**src/rtl/pipeline_stage_ctrl_if.sv**
```systemverilog
// rtl/pipeline_stage_ctrl_if.sv - upstream/downstream handshake bundle for pipeline_stage_ctrl
//
// Signals:
//   in_valid  : upstream offers a word to stage 0
//   in_ready  : controller accepts the upstream word this cycle
//   out_valid : last stage holds a word for downstream
//   out_ready : downstream takes the word this cycle
// Modports:
//   master : the environment side (drives in_valid/out_ready)
//   slave  : the controller side (drives in_ready/out_valid)

interface pipeline_stage_ctrl_if;
  logic in_valid;
  logic in_ready;
  logic out_valid;
  logic out_ready;

  modport master (
    output in_valid,
    output out_ready,
    input  in_ready,
    input  out_valid
  );

  modport slave (
    input  in_valid,
    input  out_ready,
    output in_ready,
    output out_valid
  );
endinterface

```
**src/rtl/pipeline_stage_ctrl.sv**
```systemverilog
// rtl/pipeline_stage_ctrl.sv - valid/ready sequencer for a chain of stage buffers
//
// Ports:
//   clk, rst      : clock, synchronous active-high reset
//   hs            : handshake bundle (slave side): in_valid/in_ready, out_valid/out_ready
//   stall         : level, freezes all movement and FSM state
//   flush         : single-cycle discard of all stage contents
//   drain_req     : single-cycle request to empty the pipe with input blocked
//   drain_done    : one-cycle pulse when the drain has completed
//   stage_assign  : per-stage load enable (bit k loads stage buffer k)
//   stage_valid   : per-stage occupancy flags
//   occupancy     : number of occupied stages

module pipeline_stage_ctrl #(
  parameter int NUM_STAGES = 4,
  parameter int CNT_WIDTH  = 5
) (
  input  logic                  clk,
  input  logic                  rst,
  pipeline_stage_ctrl_if.slave  hs,
  input  logic                  stall,
  input  logic                  flush,
  input  logic                  drain_req,
  output logic                  drain_done,
  output logic [NUM_STAGES-1:0] stage_assign,
  output logic [NUM_STAGES-1:0] stage_valid,
  output logic [CNT_WIDTH-1:0]  occupancy
);

  typedef enum logic [1:0] {
    ST_RUN   = 2'd0,
    ST_DRAIN = 2'd1,
    ST_DONE  = 2'd2
  } state_t;

  state_t                state_q;
  state_t                state_d;
  logic [NUM_STAGES-1:0] v_q;
  logic [NUM_STAGES-1:0] v_d;
  logic [NUM_STAGES-1:0] ready;
  logic [NUM_STAGES-1:0] assign_c;
  logic [CNT_WIDTH-1:0]  occ_q;
  logic [CNT_WIDTH-1:0]  occ_d;
  logic                  move_en;
  logic                  accept_en;
  logic                  in_ready_c;
  logic                  out_valid_c;
  logic                  out_fire;

  // Reset is folded in here so that every combinational handshake output
  // is forced low while rst is high, not only after the first reset edge.
  assign move_en = !stall && !flush && !rst;

  // Bubble collapse: a stage can take a word if it is empty or if the
  // stage downstream of it is itself able to move on this cycle.
  always_comb begin
    ready = '0;
    ready[NUM_STAGES-1] = !v_q[NUM_STAGES-1] || hs.out_ready;
    for (int k = NUM_STAGES - 2; k >= 0; k--) begin
      ready[k] = !v_q[k] || ready[k+1];
    end
  end

  always_comb begin
    in_ready_c  = ready[0] && move_en && accept_en;
    out_valid_c = v_q[NUM_STAGES-1] && move_en;
    out_fire    = out_valid_c && hs.out_ready;
    assign_c    = '0;
    assign_c[0] = hs.in_valid && in_ready_c;
    for (int k = 1; k < NUM_STAGES; k++) begin
      assign_c[k] = v_q[k-1] && ready[k] && move_en;
    end
  end

  // A stage is loaded, else emptied when its word moves on, else held.
  // Under stall no assign or output fire happens, so everything holds.
  always_comb begin
    v_d = v_q;
    if (flush) begin
      v_d = '0;
    end else begin
      for (int k = 0; k < NUM_STAGES; k++) begin
        if (assign_c[k]) begin
          v_d[k] = 1'b1;
        end else if (k == NUM_STAGES - 1) begin
          if (out_fire) v_d[k] = 1'b0;
        end else if (assign_c[k+1]) begin
          v_d[k] = 1'b0;
        end
      end
    end
  end

  // Occupancy is registered from the next-state flags so it always
  // matches the popcount of stage_valid in the same cycle.
  always_comb begin
    occ_d = '0;
    for (int k = 0; k < NUM_STAGES; k++) begin
      occ_d = occ_d + CNT_WIDTH'(v_d[k]);
    end
  end

  always_ff @(posedge clk) begin
    if (rst) begin
      v_q   <= '0;
      occ_q <= '0;
    end else begin
      v_q   <= v_d;
      occ_q <= occ_d;
    end
  end

  // FSM: state register
  always_ff @(posedge clk) begin
    if (rst) begin
      state_q <= ST_RUN;
    end else begin
      state_q <= state_d;
    end
  end

  // FSM: next state. Flush wins over everything and returns to RUN
  // without passing DONE; stall freezes the state.
  always_comb begin
    state_d = state_q;
    if (flush) begin
      state_d = ST_RUN;
    end else if (!stall) begin
      case (state_q)
        ST_RUN:   if (drain_req) state_d = ST_DRAIN;
        ST_DRAIN: if (v_q == '0) state_d = ST_DONE;
        ST_DONE:  state_d = ST_RUN;
        default:  state_d = ST_RUN;
      endcase
    end
  end

  // FSM: outputs
  always_comb begin
    accept_en  = (state_q == ST_RUN);
    drain_done = (state_q == ST_DONE) && !rst;
  end

  assign hs.in_ready   = in_ready_c;
  assign hs.out_valid  = out_valid_c;
  assign stage_assign  = assign_c;
  assign stage_valid   = v_q;
  assign occupancy     = occ_q;

endmodule

```
**src/flat_wrapper.sv**
```systemverilog
// flat-port wrapper written by rule: the top's interface ports become plain ports
module pipeline_stage_ctrl_flat 
#(
  parameter int NUM_STAGES = 4,
  parameter int CNT_WIDTH  = 5
)
  (clk, rst, stall, flush, drain_req, drain_done, stage_assign, stage_valid, occupancy, hs_in_valid, hs_out_ready, hs_in_ready, hs_out_valid);
  pipeline_stage_ctrl_if hs_i ();
  input  logic clk;
  input  logic rst;
  input  logic stall;
  input  logic flush;
  input  logic drain_req;
  output logic drain_done;
  output logic [NUM_STAGES-1:0] stage_assign;
  output logic [NUM_STAGES-1:0] stage_valid;
  output logic [CNT_WIDTH-1:0] occupancy;
  input wire logic [$bits(hs_i.in_valid)-1:0] hs_in_valid;
  input wire logic [$bits(hs_i.out_ready)-1:0] hs_out_ready;
  output wire logic [$bits(hs_i.in_ready)-1:0] hs_in_ready;
  output wire logic [$bits(hs_i.out_valid)-1:0] hs_out_valid;
  assign hs_i.in_valid = hs_in_valid;
  assign hs_i.out_ready = hs_out_ready;
  assign hs_in_ready = hs_i.in_ready;
  assign hs_out_valid = hs_i.out_valid;
  pipeline_stage_ctrl #(.NUM_STAGES(NUM_STAGES), .CNT_WIDTH(CNT_WIDTH)) u_core (.clk(clk), .rst(rst), .hs(hs_i), .stall(stall), .flush(flush), .drain_req(drain_req), .drain_done(drain_done), .stage_assign(stage_assign), .stage_valid(stage_valid), .occupancy(occupancy));
endmodule
```
**config.mk**
```make
export PLATFORM = sky130hd
export DESIGN_NAME = pipeline_stage_ctrl_flat
export DESIGN_NICKNAME = d
export VERILOG_FILES = /design/src/rtl/pipeline_stage_ctrl_if.sv /design/src/rtl/pipeline_stage_ctrl.sv /design/src/flat_wrapper.sv
export SDC_FILE = /design/constraint.sdc
export NUM_CORES = 1
export LEC_CHECK = 0
export CAP_MARGIN = 20
export CORE_MARGIN = 8
export CORE_UTILIZATION = 40
export CTS_BUF_LIST = sky130_fd_sc_hd__clkbuf_2
export CTS_CLUSTER_DIAMETER = 40
export DETAILED_ROUTE_END_ITERATION = 12
export MAX_ROUTING_LAYER = met4
export PLACE_DENSITY = 0.8
export REMOVE_ABC_BUFFERS = 1
export SLEW_MARGIN = 20
export SYNTH_ARGS = -nofsm -noshare
export SYNTH_HDL_FRONTEND = slang
export SYNTH_SLANG_ARGS = --single-unit
```
**constraint.sdc**
```tcl
create_clock -name clk -period 2.5 [get_ports clk]
set_input_delay 0.25 -clock clk [delete_from_list [all_inputs] [get_ports clk]]
set_output_delay 0.25 -clock clk [all_outputs]
set_load 0.1 [all_outputs]
```
==> metrics.yaml <==
status:
  outcome: "complete, no violations"
floorplan:
  die_h_um: 53.60
  core_area_um2: 1318
  dieWidth_um: 53.60
  io_pins: 23
  initial_core_util: 0.4292
  design.die.area_um2: 2873
  rows: 13
yosys:
  synth_cell_types: 30
  synthTopCellsByCount: "9 x a21oi_1, 9 x dfxtp_1, 7 x nor2_1"
  synth_edf_count: 0
  yosys_warnings: 0
  synth_cells: 69
  synthArstFlopShare: 0
  synth_top_cells_by_area: "dfxtp_1 32%, a21oi_1 8.0%, nor2_1 4.6%, ha_1 4.4%, nor2b_1 4.4%"
  synth_top_area_share: 0.3186
  syn_area_per_cell_um2: 8.196
  synth_seq_area_share: 0.3186
  synthFlopType: "dfxtp_1"
  synthesis.area_um2: 565.5
  synth-seq-cells: 9
  yosysTopAreaCell: "dfxtp_1"
critical_path:
  crit_path_start_kind: "primary input"
  crit_top_cell: "ha_1"
  path_delay_family: "adder cells"
  worstPathCellList: "clkdlybuf4s50_1, or3_1, o21ai_0, a21oi_1, ha_1, fa_1, ha_1, nor2b_1"
  path_buf_inv: 1
  path_class: "in2reg"
  cpPeakStageDelay_ns: 0.44
  cp-end-kind: "flip-flop"
  startpoint: "rst"
  cpMaxStageDelayCell: "clkdlybuf4s50_1"
  cp.required_ns: 2.65
  reg2reg_from: "u_core.stage_valid[2]"
  cp_max_fo: 2
  cp.arrival_ns: 2.46
clock_tree:
  clk_path_buf_depth: 2
  cts_setup_buffers: 0
  cts_sinks: 9
  clkSlewWorstSetupHoldPaths_ns: 0.09
  cts_resized: 0
  cts_made_buffers: 3
  clock_latency_ns: 0.25
  hold_buffers: 0
  cts_tree: "built"
  htree_levels: 1
  cts-root-buf: "clkbuf_2"
pwr:
  pwr-share-clk: 0.298
  power_frac_seq: 0.460
  p_switching_uw: 105.3
  comb_power_share: 0.241
  internal_power_uw: 215.1
  ir_drop_mv: 0.2000
  leakagePower_nw: 0.3775
  p_per_area_nw_per_um2: 364.3
  power_switching_share: 0.3287
detailed_routing:
  drtAntennaViolNets: 0
  vias_per_cell: 5.072
  wl_um: 1488
  drc: 0
  drtIter0Drc: 13
  dr.pass1.iters: 4
  wire_per_inst_um: 13.41
  dr_total_vias: 563
global_route:
  overflow: 0
  grtUsageTotal: 0.1234
  antenna_found_initial: 0
  grt_pass1_vias: 578
  grt_max_degree: 10
  grt_pass1_wl_um: 2539
sta:
  rsz0062_at_grt: "no"
  setup-violations-final: 0
  finalClockSkew_ns: 0.002447
  period_share: 0.9216
  hold_violations: 0
  min_period_ns: 2.304
  slew_viol_final: 0
  fmax_ghz: 0.4340
  whs_ns: 0.5241
min_path:
  hp-start: "u_core.state_q[1]"
  hold_class: "reg2reg"
layout:
  diodes: 0
  design_area_um2: 879.6
  synthToLayoutAreaGrowth_pct: 55.53
  final_net_count: 107
  drive_gt1_frac: 0.3229
placement:
  dp_hpwl_um: 1180
  io_buffers: 20
  placed_cell_area_um2: 859.6
  gp_congestion: 0.8778
run:
  drv_cap: 0
-- routing by layer --
| metal | track usage | wire length (µm) |
|---|---|---|
| met1 | 0.1476 | 721 |
| met2 | 0.1602 | 608 |
| met3 | 0.06887 | 139 |
| met4 | 0.06303 | 19 |
| met5 | - | 0 |
-- kinds of logic after synthesis --
group	count (synthesis)	share of synthesized area
simple gates	34	0.3518
mux	1	0.01770
compound gates	15	0.1526
other cells	1	0.006631
fa+ha+maj	3	0.07964
buf+inv	6	0.07301
flops	9	0.3186
-- through the flow --
step,utilization,cells,setup slack [ns],power [mW],setup TNS [ns]
global placement,0.6524,107,-0.02068,0.2267,-0.02068
CTS,0.6676,111,0.2181,0.3244,0
detailed placement,0.6524,107,-0.06036,0.2277,-0.06036
floorplan,-,64,-0.9733,0.1940,-2.696
global route,0.6676,111,0.1441,0.3431,0
finish,0.6676,111,0.1961,0.3204,0
-- registers in the layout, summed over array words and instances, names as in the netlist --
register	flops
u_core.occupancy	3
u_core.stage_valid	4
u_core.state_q	2
-- path summary, 6_finish.rpt --
path / slack, ns / depth (start not counted) / to
max: 0.20 / 8 / u_core.occupancy[1]
min: 0.52 / 2 / u_core.state_q[1]
max reg2reg: 0.31 / 7 / u_core.occupancy[1]
min reg2reg: 0.52 / 2 / u_core.state_q[1]
-- layout by cell type, fill, tap and decap left out --
cell and n:
nor2b_1 4, nand3_1 3, nand2b_1 2, and4b_1 1, nor2_1 7, and2_1 2, clkbuf_2 4, nor4_1 1
nor3_1 1, fa_1 1, nor3b_1 1, nor4b_1 1, ha_1 2, nand2_1 5, or4b_4 1, or3b_2 1
a21oi_1 9, buf_12 7, or3_1 1, o211ai_1 1, conb_1 2, dfxtp_1 9, clkdlybuf4s50_1 6, nor3_2 1
a22oi_2 1, buf_4 15, o21ai_0 3, a31oi_1 1, or2_2 1, mux2i_1 1, and3_1 1
-- area by class of cell --
class                           instances  area, µm²
Timing Repair Buffer                   28      312.8
Clock buffer                            4      20.02
Fill cell                              97      437.9
Sequential cell                         9      180.2
Tap cell                               15      18.77
Multi-Input combinational cell         55      347.8
-- power by group through the flow --
stage / Sequential, mW / Combinational, mW / Clock [mW]
6_report: 0.147 / 0.0774 / 0.0956
5_1_grt: 0.148 / 0.0813 / 0.114
4_1_cts: 0.147 / 0.0771 / 0.0999
3_5_place_dp: 0.151 / 0.0769 / 0
3_3_place_gp: 0.151 / 0.0761 / 0
2_1_floorplan: 0.158 / 0.0359 / 0
-- worst reg2reg max path: cells and delay by family (launching register included) --
kind	cells	cell delay (ns)
AO/OA/AOI/OAI	2	0.24
adder cells (fa/ha/maj)	3	0.96
flip-flops	1	0.50
AND/OR/NAND/NOR	2	0.40
(Power assumes the default switching activity.)
==> variant 1: new RTL, config.mk and constraints unchanged <==
Make the reset (`rst`) asynchronous in 2 clocked blocks. Comments in the files are not updated.
--- a/src/rtl/pipeline_stage_ctrl.sv
+++ b/src/rtl/pipeline_stage_ctrl.sv
@@ -100,7 +100,7 @@
     end
   end
 
-  always_ff @(posedge clk) begin
+  always_ff @(posedge clk or posedge rst) begin
     if (rst) begin
       v_q   <= '0;
       occ_q <= '0;
@@ -111,7 +111,7 @@
   end
 
   // FSM: state register
-  always_ff @(posedge clk) begin
+  always_ff @(posedge clk or posedge rst) begin
     if (rst) begin
       state_q <= ST_RUN;
     end else begin
Check against the original RTL: differs if rst is asserted again (counterexample within 4 cycles, from zero or initial values and one cycle with rst high); with rst held inactive, the same outputs for 10 cycles.
==> variant 1 against the original RTL <==
Cell area decreased by 6.1%; register-to-register slack improved by 40 ps; routed wire length up 0.81%; sequential cell count stayed put; count of clock-buffer cells in the layout is the same; setup slack lost 18 ps; synthesized area is 8.6% lower; power is 3.8% higher; clock skew rose by 13 ps; largest power group unchanged; largest cell class is now non-clock buffers; highest routed layer unchanged.
==> variant 1: results (changes against the original RTL) <==
metric	value	unit	change
max FFs per register	4		unchanged
Clk pin slew, worst setup/hold paths	110	ps	+20 ps
Clock Skew	15.47	ps	+13.02 ps
Worst path slowest cell	or3_2		
Via density	5.424		+6.9%
area post-placement	805.8	um^2	-6.3%
sequential area share after synthesis	43.58	%	+12 points
post-DP HPWL	1107	um	-6.2%
total track usage	12.43	%	+0.083 points
initial DRC count	14		+1
post-place setup slack	-84.32	ps	-23.96 ps
top_reg_cell synth	dfrtp_1		
reg2reg start	u_core.stage_valid[2]$_DFF_PP0_		
Routed WL per cell	15.15	um	+13%
number of global-route vias before repair	537		-7.1%
CP max FO	3		+1
Synth top cells by count	dfrtp_1, a21oi_1, inv_1, nand2_1		
top post-synthesis cells by area	dfrtp_1, a21oi_1, ha_1		
PortBufs	20		unchanged
worst skew pair latency	270	ps	+20 ps
DRT Wirelength	1500	um	+0.81%
TritonRoute pass-1 iters	4		unchanged
P_leak	0.4070	nW	+7.8%
Root Buffer	clkbuf_2		
global-route wire length before repair	2408	um	-5.2%
CP peak stage delay	520	ps	+80 ps
outcome	finished, final reports clean		
ys async rst share	100.0	%	+100 points
share of cells above drive strength 1	32.14	%	-0.15 points
Crit path max-delay family	adder cells		
Max IR drop VDD	0.2044	mV	+2.2%
GP Congestion	0.8873		+1.1%
Fillers	95		-2.1%
crit path from	stall		
nets@finish	95		-11%
Yosys cell types	26		-13%
Mean Syn Cell Area	9.228	um^2	+13%
Ys Warns	0		unchanged
Worst Hold Class	input pin to asynchronous set/reset pin		
variant 1: cell count changes in the layout (fill, tap and decap cells not counted), moves of 2 or more:
cell	before	now
dfxtp_1	9	0
nor2_1	7	3
nor2b_1	4	1
inv_1	0	5
dfrtp_1	0	9
nand3_1	3	1
variant 1: worst reg2reg max path, delay by kind of cell, from the launching register on:
kind,cells,cell delay [ps]
fa+ha+maj,3,890
simple gates,1,260
flops,1,490
compound gates,2,270
buf+inv,2,110
variant 1: kinds of logic after synthesis:
group | share of synthesized area (%)
AO/OA/AOI/OAI | 15.50
other | 0.7257
AND/OR/NAND/NOR | 24.22
flip-flops | 43.58
buffers and inverters | 7.263
adder cells (fa/ha/maj) | 8.716
variant 1: stage by stage:
step | power, mW | setup TNS, ps
2_1_floorplan | 0.2022 | -3013
3_3_place_gp | 0.2340 | -74.69
3_5_place_dp | 0.2349 | -84.32
4_1_cts | 0.3355 | 0
5_1_grt | 0.3503 | 0
6_report | 0.3326 | 0
variant 1: area by class of cell:
type                    instances  area, um^2  share of cell area [%]
inverters                       5       18.77                   2.273
multi-input cells              40       257.7                   31.21
clock buffers                   4       20.02                   2.424
well taps                      15       18.77                   2.273
repair buffers                 26       285.3                   34.55
flip-flops and latches          9       225.2                   27.27
variant 1: metal layers:
metal / global-route usage (%) / vias up / share of wire (%) / wire, um
met5: - / - / 0 / 0
met1: 11.40 / 259 / 38 / 567
met2: 21.00 / 21 / 50 / 753
met4: 7.965 / 0 / 2.9 / 44
li1: - / 251 / - / -
met3: 4.843 / 6 / 8.9 / 133
variant 1: power by group:
group          internal [mW]  switching (mW)  total [mW]  leakage [nW]
Clock                 0.0424          0.0575      0.0999        0.0166
Combinational         0.0268          0.0541      0.0809         0.266
Sequential             0.149         0.00323       0.152         0.124
variant 1: worst paths after layout:
kind | to | slack (ps) | cells past startpoint
max | u_core.occupancy[1]$_DFF_PP0_ | 180 | 9
min | u_core.state_q[1]$_DFFE_PP0P_ | 480 | 4
max reg2reg | u_core.occupancy[1]$_DFF_PP0_ | 350 | 8
min reg2reg | u_core.state_q[1]$_DFFE_PP0P_ | 590 | 2
max in group asynchronous | u_core.state_q[0]$_DFFE_PP0P_ | 1870 | 4
min in group clk | u_core.stage_valid[0]$_DFF_PP0_ | 580 | 3
==> variant 2: new RTL, config.mk and constraints unchanged <==
Made on the original files. `CNT_WIDTH` is set to 5 in 2 places; all go to 10.
--- a/src/rtl/pipeline_stage_ctrl.sv
+++ b/src/rtl/pipeline_stage_ctrl.sv
@@ -13,7 +13,7 @@
 
 module pipeline_stage_ctrl #(
   parameter int NUM_STAGES = 4,
-  parameter int CNT_WIDTH  = 5
+  parameter int CNT_WIDTH  = 10
 ) (
   input  logic                  clk,
   input  logic                  rst,
--- a/src/flat_wrapper.sv
+++ b/src/flat_wrapper.sv
@@ -2,7 +2,7 @@
 module pipeline_stage_ctrl_flat 
 #(
   parameter int NUM_STAGES = 4,
-  parameter int CNT_WIDTH  = 5
+  parameter int CNT_WIDTH  = 10
 )
   (clk, rst, stall, flush, drain_req, drain_done, stage_assign, stage_valid, occupancy, hs_in_valid, hs_out_ready, hs_in_ready, hs_out_valid);
   pipeline_stage_ctrl_if hs_i ();
Ports: changed (resized occupancy); port bits go from 23 to 28. The function was not compared with the original's and may differ.
==> variant 2 against the original RTL <==
Die area is 4.6% higher; routed wire length is 3.4% higher; setup slack better by 34 ps; critical path depth stayed put; sequential share of layout area is 0.46 points lower; synthesized area is 6.6% higher; via count is 5.0% higher; sequential cell count stayed put; cell area is 2.3% higher; power is 9.9% higher; fmax is 1.5% higher; critical endpoint unchanged; highest routed layer unchanged.
==> variant 2: results (changes against the original RTL) <==
metric	value	unit	change
outcome	finished, final reports clean		
XOR/XNOR Fraction of Synth Area	0	%	unchanged
number of global-route vias before repair	524		-9.3%
area post-placement	879.6	um^2	+2.3%
dpl cells	113		+5.6%
compound-gate portion of the synthesized area	14.32	%	-0.95 points
total track usage	11.51	%	-0.83 points
multiplexer share of the synthesized area	1.660	%	-0.11 points
CTS hold repair buffers	0		unchanged
Ys Warns	0		unchanged
top post-synthesis cells by area	dfxtp_1, buf_4, a21oi_1		
Clock Skew	1.459	ps	-0.9887 ps
sequential area share after synthesis	29.88	%	-2.0 points
worst skew pair latency	250	ps	about the same
diode count	0		unchanged
largest net degree at the start of global routing	10		unchanged
reg2reg setup slack	320	ps	
share of cells above drive strength 1	30.69	%	-1.6 points
Synth top cells by count	a21oi_1, dfxtp_1, buf_4, nor2_1, nand2_1		
global-route wire length before repair	2318	um	-8.7%
final hold slack	532.8	ps	+8.732 ps
DRT Wirelength	1538	um	+3.4%
maximum clock insertion buffer count	2		unchanged
Max IR drop VDD	0.2835	mV	+42%
initial antenna violation count	0		unchanged
post-DP HPWL	1232	um	+4.4%
CP peak stage delay	420	ps	-20 ps
TritonRoute pass-1 iters	2		-2
P_leak	0.3937	nW	+4.3%
post-synthesis adder-cell area fraction	7.469	%	-0.50 points
Fillers	137		+41%
synthesized cell area	603.1	um^2	+6.6%
Routed WL per cell	13.15	um	-1.9%
DR vias	591		+5.0%
max FFs per register	4		unchanged
Mean Syn Cell Area	8.150	um^2	-0.57%
GP Congestion	0.8442		-3.8%
post-place setup slack	-63.62	ps	-3.264 ps
initial DRC count	7		-6
Worst path slowest cell	fa_1		
-- variant 2: worst max-delay path, delay by kind of cell --
family / cells / cell delay [ps]
adders and majority gates: 3 / 990
and+or+nand+nor: 2 / 520
buffers and inverters: 1 / 410
AOI/OAI and AO/OA: 2 / 270
-- variant 2: layer usage --
layer	vias to the layer above	wire length, um	global-route usage [%]
met4	0	52	11.07
met1	268	667	12.96
li1	299	-	-
met3	4	136	4.076
met5	-	0	-
met2	20	681	15.09
-- variant 2: power by group --
| part | leakage, nW | switching [mW] | internal [mW] |
|---|---|---|---|
| Clock | 0.0166 | 0.0524 | 0.0425 |
| Combinational | 0.304 | 0.0822 | 0.0276 |
| Sequential | 0.0727 | 0.00232 | 0.145 |
| Total | 0.394 | 0.137 | 0.215 |
-- variant 2: worst max-delay path by stage --
stage | startpoint | endpoint | slack (ps) | depth (start not counted)
3_3_place_gp | flush | u_core.occupancy[1]$_SDFF_PP0_ | -3 | 8
4_1_cts | flush | u_core.occupancy[1]$_SDFF_PP0_ | 230 | 8
2_1_floorplan | u_core.stage_valid[0]$_SDFF_PP0_ | stage_assign[1] | -970 | 2
6_report | flush | u_core.occupancy[1]$_SDFF_PP0_ | 230 | 8
3_5_place_dp | flush | u_core.occupancy[1]$_SDFF_PP0_ | -60 | 8
5_1_grt | rst | u_core.occupancy[1]$_SDFF_PP0_ | 140 | 8
-- variant 2: cells by family after synthesis --
logic type / count (synthesis)
and+or+nand+nor: 34
AOI/OAI and AO/OA: 15
buffers and inverters: 11
DFF: 9
adders and majority gates: 3
muxes: 1
other: 1
-- variant 2: final cells by class --
cell class / instances / area (um^2) / share of cell area (%)
Tap cell: 16 / 20.02 / 2.225
Sequential cell: 9 / 180.2 / 20.03
Multi-Input combinational cell: 60 / 366.6 / 40.75
Timing Repair Buffer: 28 / 312.8 / 34.77
Clock buffer: 4 / 20.02 / 2.225
